File: config.mk
export PLATFORM = sky130hd
export DESIGN_NAME = flag_stack_reg
export DESIGN_NICKNAME = d
export VERILOG_FILES = /design/src/rtl/flag_stack_reg.sv
export SDC_FILE = /design/constraint.sdc
export NUM_CORES = 1
export LEC_CHECK = 0
export BUFFER_PORTS_ARGS = -buffer_cell sky130_fd_sc_hd__buf_4
export CORE_UTILIZATION = 52
export DETAILED_ROUTE_END_ITERATION = 10
export PLACE_DENSITY = 0.79
export SLEW_MARGIN = 20
export SYNTH_ARGS = -nofsm -noshare
export SYNTH_HDL_FRONTEND = slang
export SYNTH_SLANG_ARGS = --single-unit
File: constraint.sdc
create_clock -name clk -period 2.6 [get_ports clk]
set_input_delay 0 -clock clk [delete_from_list [all_inputs] [get_ports clk]]
set_output_delay 0 -clock clk [all_outputs]
set_load 0.01 [all_outputs]
File: src/rtl/flag_stack_reg.sv
// flag_stack_reg: processor-status flag register with a save/restore stack.
//
// Holds WIDTH flag bits that accept masked partial writes from the ALU and
// single-cycle set/clear strobes (clear wins over set). A DEPTH-entry stack
// lets the control FSM save r on interrupt/call entry (push) and restore it
// on return (pop). Overflow/underflow attempts raise sticky error flags.
//
// Ports:
//   clk      rising-edge clock
//   reset    asynchronous active-low reset
//   D_in     write data from ALU
//   wEnable  masked write strobe
//   wMask    per-bit write mask (1 = bit takes D_in)
//   setMask  bits forced to 1 this cycle
//   clrMask  bits forced to 0 this cycle (wins over setMask)
//   push     save current r onto stack
//   pop      restore r from top of stack (overrides write/set/clear)
//   err_clr  clear sticky error flags (a same-cycle error event wins)
//   r        current flag register
//   depth    number of occupied stack entries
//   full     depth == DEPTH
//   empty    depth == 0
//   err_ovf  sticky: push attempted while full
//   err_unf  sticky: pop attempted while empty
module flag_stack_reg #(
  parameter int unsigned      WIDTH     = 8,
  parameter int unsigned      DEPTH     = 4,
  parameter logic [WIDTH-1:0] RESET_VAL = '0
) (
  input  logic                         clk,
  input  logic                         reset,
  input  logic [WIDTH-1:0]             D_in,
  input  logic                         wEnable,
  input  logic [WIDTH-1:0]             wMask,
  input  logic [WIDTH-1:0]             setMask,
  input  logic [WIDTH-1:0]             clrMask,
  input  logic                         push,
  input  logic                         pop,
  input  logic                         err_clr,
  output logic [WIDTH-1:0]             r,
  output logic [$clog2(DEPTH+1)-1:0]   depth,
  output logic                         full,
  output logic                         empty,
  output logic                         err_ovf,
  output logic                         err_unf
);

  localparam int unsigned   DW   = $clog2(DEPTH + 1);
  localparam int unsigned   AW   = (DEPTH > 1) ? $clog2(DEPTH) : 1;
  localparam logic [DW-1:0] DMAX = DW'(DEPTH);

  logic [WIDTH-1:0] stack [DEPTH];

  logic             push_eff;
  logic             pop_eff;
  logic             ovf_evt;
  logic             unf_evt;
  logic [WIDTH-1:0] w_val;
  logic [WIDTH-1:0] upd_val;
  logic [WIDTH-1:0] r_next;
  logic [DW-1:0]    depth_next;
  logic [AW-1:0]    wr_idx;
  logic [AW-1:0]    rd_idx;

  always_comb begin
    push_eff   = push & ~pop & ~full;
    pop_eff    = pop & ~push & ~empty;
    ovf_evt    = push & ~pop & full;
    unf_evt    = pop & ~push & empty;

    // Indices are only used when the matching operation is effective,
    // so the truncation to AW bits never drops a set bit.
    wr_idx     = AW'(depth);
    rd_idx     = AW'(depth - DW'(1));

    w_val      = wEnable ? ((r & ~wMask) | (D_in & wMask)) : r;
    upd_val    = (w_val | setMask) & ~clrMask;
    r_next     = pop_eff ? stack[rd_idx] : upd_val;

    depth_next = depth;
    if (push_eff)
      depth_next = depth + DW'(1);
    else if (pop_eff)
      depth_next = depth - DW'(1);
  end

  // Stack storage carries no reset; it is only observable through a pop,
  // which requires a prior push after the last reset.
  always_ff @(posedge clk) begin
    if (push_eff)
      stack[wr_idx] <= r;
  end

  always_ff @(posedge clk or negedge reset) begin
    if (!reset) begin
      r       <= RESET_VAL;
      depth   <= '0;
      full    <= 1'b0;
      empty   <= 1'b1;
      err_ovf <= 1'b0;
      err_unf <= 1'b0;
    end else begin
      r       <= r_next;
      depth   <= depth_next;
      full    <= (depth_next == DMAX);
      empty   <= (depth_next == '0);
      err_ovf <= ovf_evt | (err_ovf & ~err_clr);
      err_unf <= unf_evt | (err_unf & ~err_clr);
    end
  end

endmodule
# Word level (Yosys, flattened, before mapping)
# Memories as Yosys holds them, arrays and structs flattened.
# Index checks and enable logic that the tools add are counted.
# word_totals
in_bits	38
ff_bits	15
elab_cells	39
ramBits	32
memories	1
# memory_table
memory	words	word_bits	read_ports	rd_ports_with_merged_regs	write_ports	line_no	text
stack	4	8	1	0	1	52	logic [WIDTH-1:0] stack [DEPTH];
# classes
addsub	2
muxes	6
n_eq_ne	1
reduce_logical	1
n_bitwise	22
# ops
operator	n
bitwise AND 8 bit	3
2-to-1 mux 8 bit	2
inverter 8 bit	2
bitwise OR 8 bit	2
bitwise AND 1 bit	8
2-to-1 mux 3 bit	2
inverter 1 bit	5
adder 3 x 1 -> 3 bit, second input constant	1
== test 3 bit, second input constant	1
zero test 3 bit	1
subtractor 3 x 1 -> 3 bit, second input constant	1
2-to-1 mux 1 bit	2
bitwise OR 1 bit	2

# Depth between registers and ports, before layout
# depth
word_depth	7
depth_mapped	8

# Worst setup path before layout
# Ideal clock, no wire load.
# synth_timing
path_type	flip-flop to flip-flop
start	reg depth[0]
end	reg full
path_slack_ps	483
setup_ps	132
path_stages_with_launch	8
arrival_time_ps	1985
path_buffers	2
required_time_ps	2468
path_cell_list	dfrtp_1 -> buf_2 -> inv_1 -> ha_1 -> clkbuf_1 -> o311a_1 -> o21ai_0 -> nor3b_2
# synth_between
elab_chain_cells	4
# synth_rtl
element	line_no	text
start: declaration	41	output logic [$clog2(DEPTH+1)-1:0] depth,
start signal: assignment	104	depth <= depth_next;
subtractor 3 x 1 -> 3 bit	84	depth_next = depth - DW'(1);
2-to-1 mux 3 bit	83	else if (pop_eff)
2-to-1 mux 3 bit *	81	if (push_eff)
net depth_next[1]	61	logic [DW-1:0] depth_next;
== test 3 bit *	105	full <= (depth_next == DMAX);
end signal: assignment	105	
end: declaration	42	output logic full,
# The timed path passes the listed nets; every way through them passes the cells marked *.

# Final worst setup path
# layout_timing
start	reg depth[1]
end	reg full
# The elaborated chain is that of the path after synthesis.

==> results.cfg <==
[yosys]
synth_commonest_cells = 32 x sky130_fd_sc_hd__edfxtp_1, 14 x sky130_fd_sc_hd__dfrtp_1, 9 x sky130_fd_sc_hd__nand2_1
synthDistinctLibCells = 25
synth_top_flop_cell = sky130_fd_sc_hd__edfxtp_1
async_reset_ff_frac = 0.3191
synth_nets = 167
syn-mean-instance-area_sq_um = 16.37
yosysMostFrequentCell = sky130_fd_sc_hd__edfxtp_1
ys_seq_area_frac = 0.6591
ys_seq_elements = 47
synth_top_area_cell = sky130_fd_sc_hd__edfxtp_1
syn_inst = 124
ys_warnings = 0
syn_area_sq_um = 2029
synth-edff-count = 32
synth_top_area_share = 0.4735
yosys-top-cells-area = sky130_fd_sc_hd__edfxtp_1 47%, sky130_fd_sc_hd__dfrtp_1 17%, sky130_fd_sc_hd__mux4_2 8.9%

[die]
die_width_um = 64.47
design.core.area_sq_um = 3689
row_count = 22
fp.dieH_um = 64.47
num_ports = 53
initial_core_util = 0.5502
fp.dieArea_sq_um = 4156

[cells_and_area]
drive_above_1_share = 0.3958
nets = 234
growth_of_design_area_from_synthesis_to_finish_pct = 32.31
antennaDiodeCount = 0

[drt]
post-route-drc-count = 0
antenna_violating_nets_remaining = 0
routed_via_density = 5.688
dr_total_vias = 1365
route.final.wire_length_um = 4179
drtPass1Iterations = 4
detailedRoute.firstIterationViolations = 48
routed_wire_length_per_instance_um = 17.41

[power_and_ir_drop]
fin_total_pwr_mw = 2.551
power.density_cell_area_nw_per_um2 = 950.0
worst_vdd_ir_mv = 0.6142
p_leak_nw = 1.060

[worst_hold_path]
holdPathStages = 3
worst_hold_startpoint = push
hold_path_class = input pin to flop
worstHoldEndpoint = err_ovf

[placement]
post-place-ws_ps = 625.4
place_hpwl_um = 2875
gpl.final_weighted_congestion = 0.7143
numPortBuffers = 52

[clock_network]
cts_max_level = 2
clk_pin_slew_ps = 80
tritoncts.num_buffers = 5
gates_resized_cts_repair = 0
cts.root.buffer_cell = sky130_fd_sc_hd__clkbuf_8
cts_buffer_depth = 2
worstSkewPairLatency_ps = 290
clock_sink_count = 47
cts_tree = done

[global_route]
grt_pass1_wl_um = 6755
number_of_global_route_vias_before_repair = 1428
initial_antenna_violation_count = 0
grt_total_ovfl = 0
global_route.usage.total = 0.2271
maximum_number_of_pins_on_one_net_before_global_route_repair = 17

[timing]
post-route-min-period_ps = 1959
setup-tns-final_ps = 0
grt_setup_unrepaired = no
fmaxAchievable_mhz = 510.6
final-max-slew-violation-count = 0
report.final.hold_viol_count = 0
maxSlewHeadroom = 0.6660
timing_worst_slew_pin_value_ps = 500.5
skew_ps = 6.432
final_ws_setup_ps = 641.5
final.period_utilization = 0.7533
setup_viol = 0

[run]
drv.max_cap_violation_count = 0

[worst_setup_path]
timing.rr.end = full
critPathCaptureType = flop
timing.critical_path.fanout_max = 10
cp_data_required_time_ps = 2770
crit_type = flop to flop
cp_data_arrival_time_ps = 2130
rr_startpoint = depth[1]
timing.reg2reg.worst_path_depth = 5
cp-start-kind = flop
reg2reg_setup_slack_ps = 640

[run_status]
run_status = complete, no violations
## worst max-delay path by stage
stage            end      from  slack (ps)
2_1_floorplan   full  depth[0]         480
3_3_place_gp    full  depth[1]         790
3_5_place_dp    full  depth[1]         630
4_1_cts         full  depth[1]         610
5_1_grt        empty  depth[1]         520
6_report        full  depth[1]         640
## cells in the final DEF (no fill, tap or decap), drive strengths merged, types with 2 or more instances in the layout
master        n
a21boi        8
a311oi        8
and2          5
buf          54
clkbuf        5
clkinv        2
dfrtp        14
dlygate4sd3  10
edfxtp       32
ha            5
inv           4
mux4          8
nand2         9
nand3b        2
nor3b         4
o21ai         4
o31ai         8
xnor2         2
## flip-flops by register name, indices dropped and copies added, names as in the netlist
signal   flops
depth        3
empty        1
err_ovf      1
err_unf      1
full         1
r            8
stack       32
## final cells by class
class / instances / area [sq um]
Tap cell: 48 / 60.06
Timing Repair Buffer: 64 / 505.5
Fill cell: 240 / 1003
Sequential cell: 47 / 1338
Inverter: 4 / 15.01
Multi-Input combinational cell: 69 / 659.4
Clock buffer: 5 / 68.82
Clock inverter: 3 / 38.79
## routing by layer
metal  vias up  global-route usage  wire (um)
li1        627                   -          -
met1       678              0.2845       1661
met2        56              0.3934       2239
met3         4             0.03169        235
met4         0              0.1000         43
met5         -                   0          0
## repair_timing
item,4_1_cts,5_1_grt
buffers inserted,0,0
hold buffers,10,0
hold endpoints to repair,25,0
## worst max-delay path: stages (launching register included)
cell and delay, ps:
sky130_fd_sc_hd__dfrtp_1 460, sky130_fd_sc_hd__inv_1 110, sky130_fd_sc_hd__ha_1 480, sky130_fd_sc_hd__o311a_1 350, sky130_fd_sc_hd__o21ai_0 350, sky130_fd_sc_hd__nor3b_2 80
## metrics by stage
stage / utilization / instance area (sq um) / instances / hold WS [ps]
2_1_floorplan: - / 2029 / 124 / -295.6
3_3_place_gp: 0.6716 / 2477 / 222 / -125.7
3_5_place_dp: 0.6716 / 2477 / 222 / -119.8
4_1_cts: 0.7280 / 2685 / 240 / 2.737
5_1_grt: 0.7280 / 2685 / 240 / 17.53
6_report: 0.7280 / 2685 / 240 / 13.21
## where the power goes
part           total, mW  leakage [nW]  internal, mW  switching, mW
registers           1.14         0.479          1.01          0.133
logic              0.898         0.525         0.475          0.423
clock network      0.509        0.0556         0.281          0.228
## cell families (layout without fill, tap and decap cells)
logic type	count (synthesis)	after routing	share of synthesized area
multiplexers	8	8	0.08878
buffers and inverters	8	76	0.01603
AND/OR/NAND/NOR	23	23	0.07213
XOR/XNOR	2	2	0.01603
adder cells (fa/ha/maj)	5	5	0.03083
AO/OA/AOI/OAI	31	31	0.1171
flip-flops	47	47	0.6591
(Power assumes the default switching activity.)
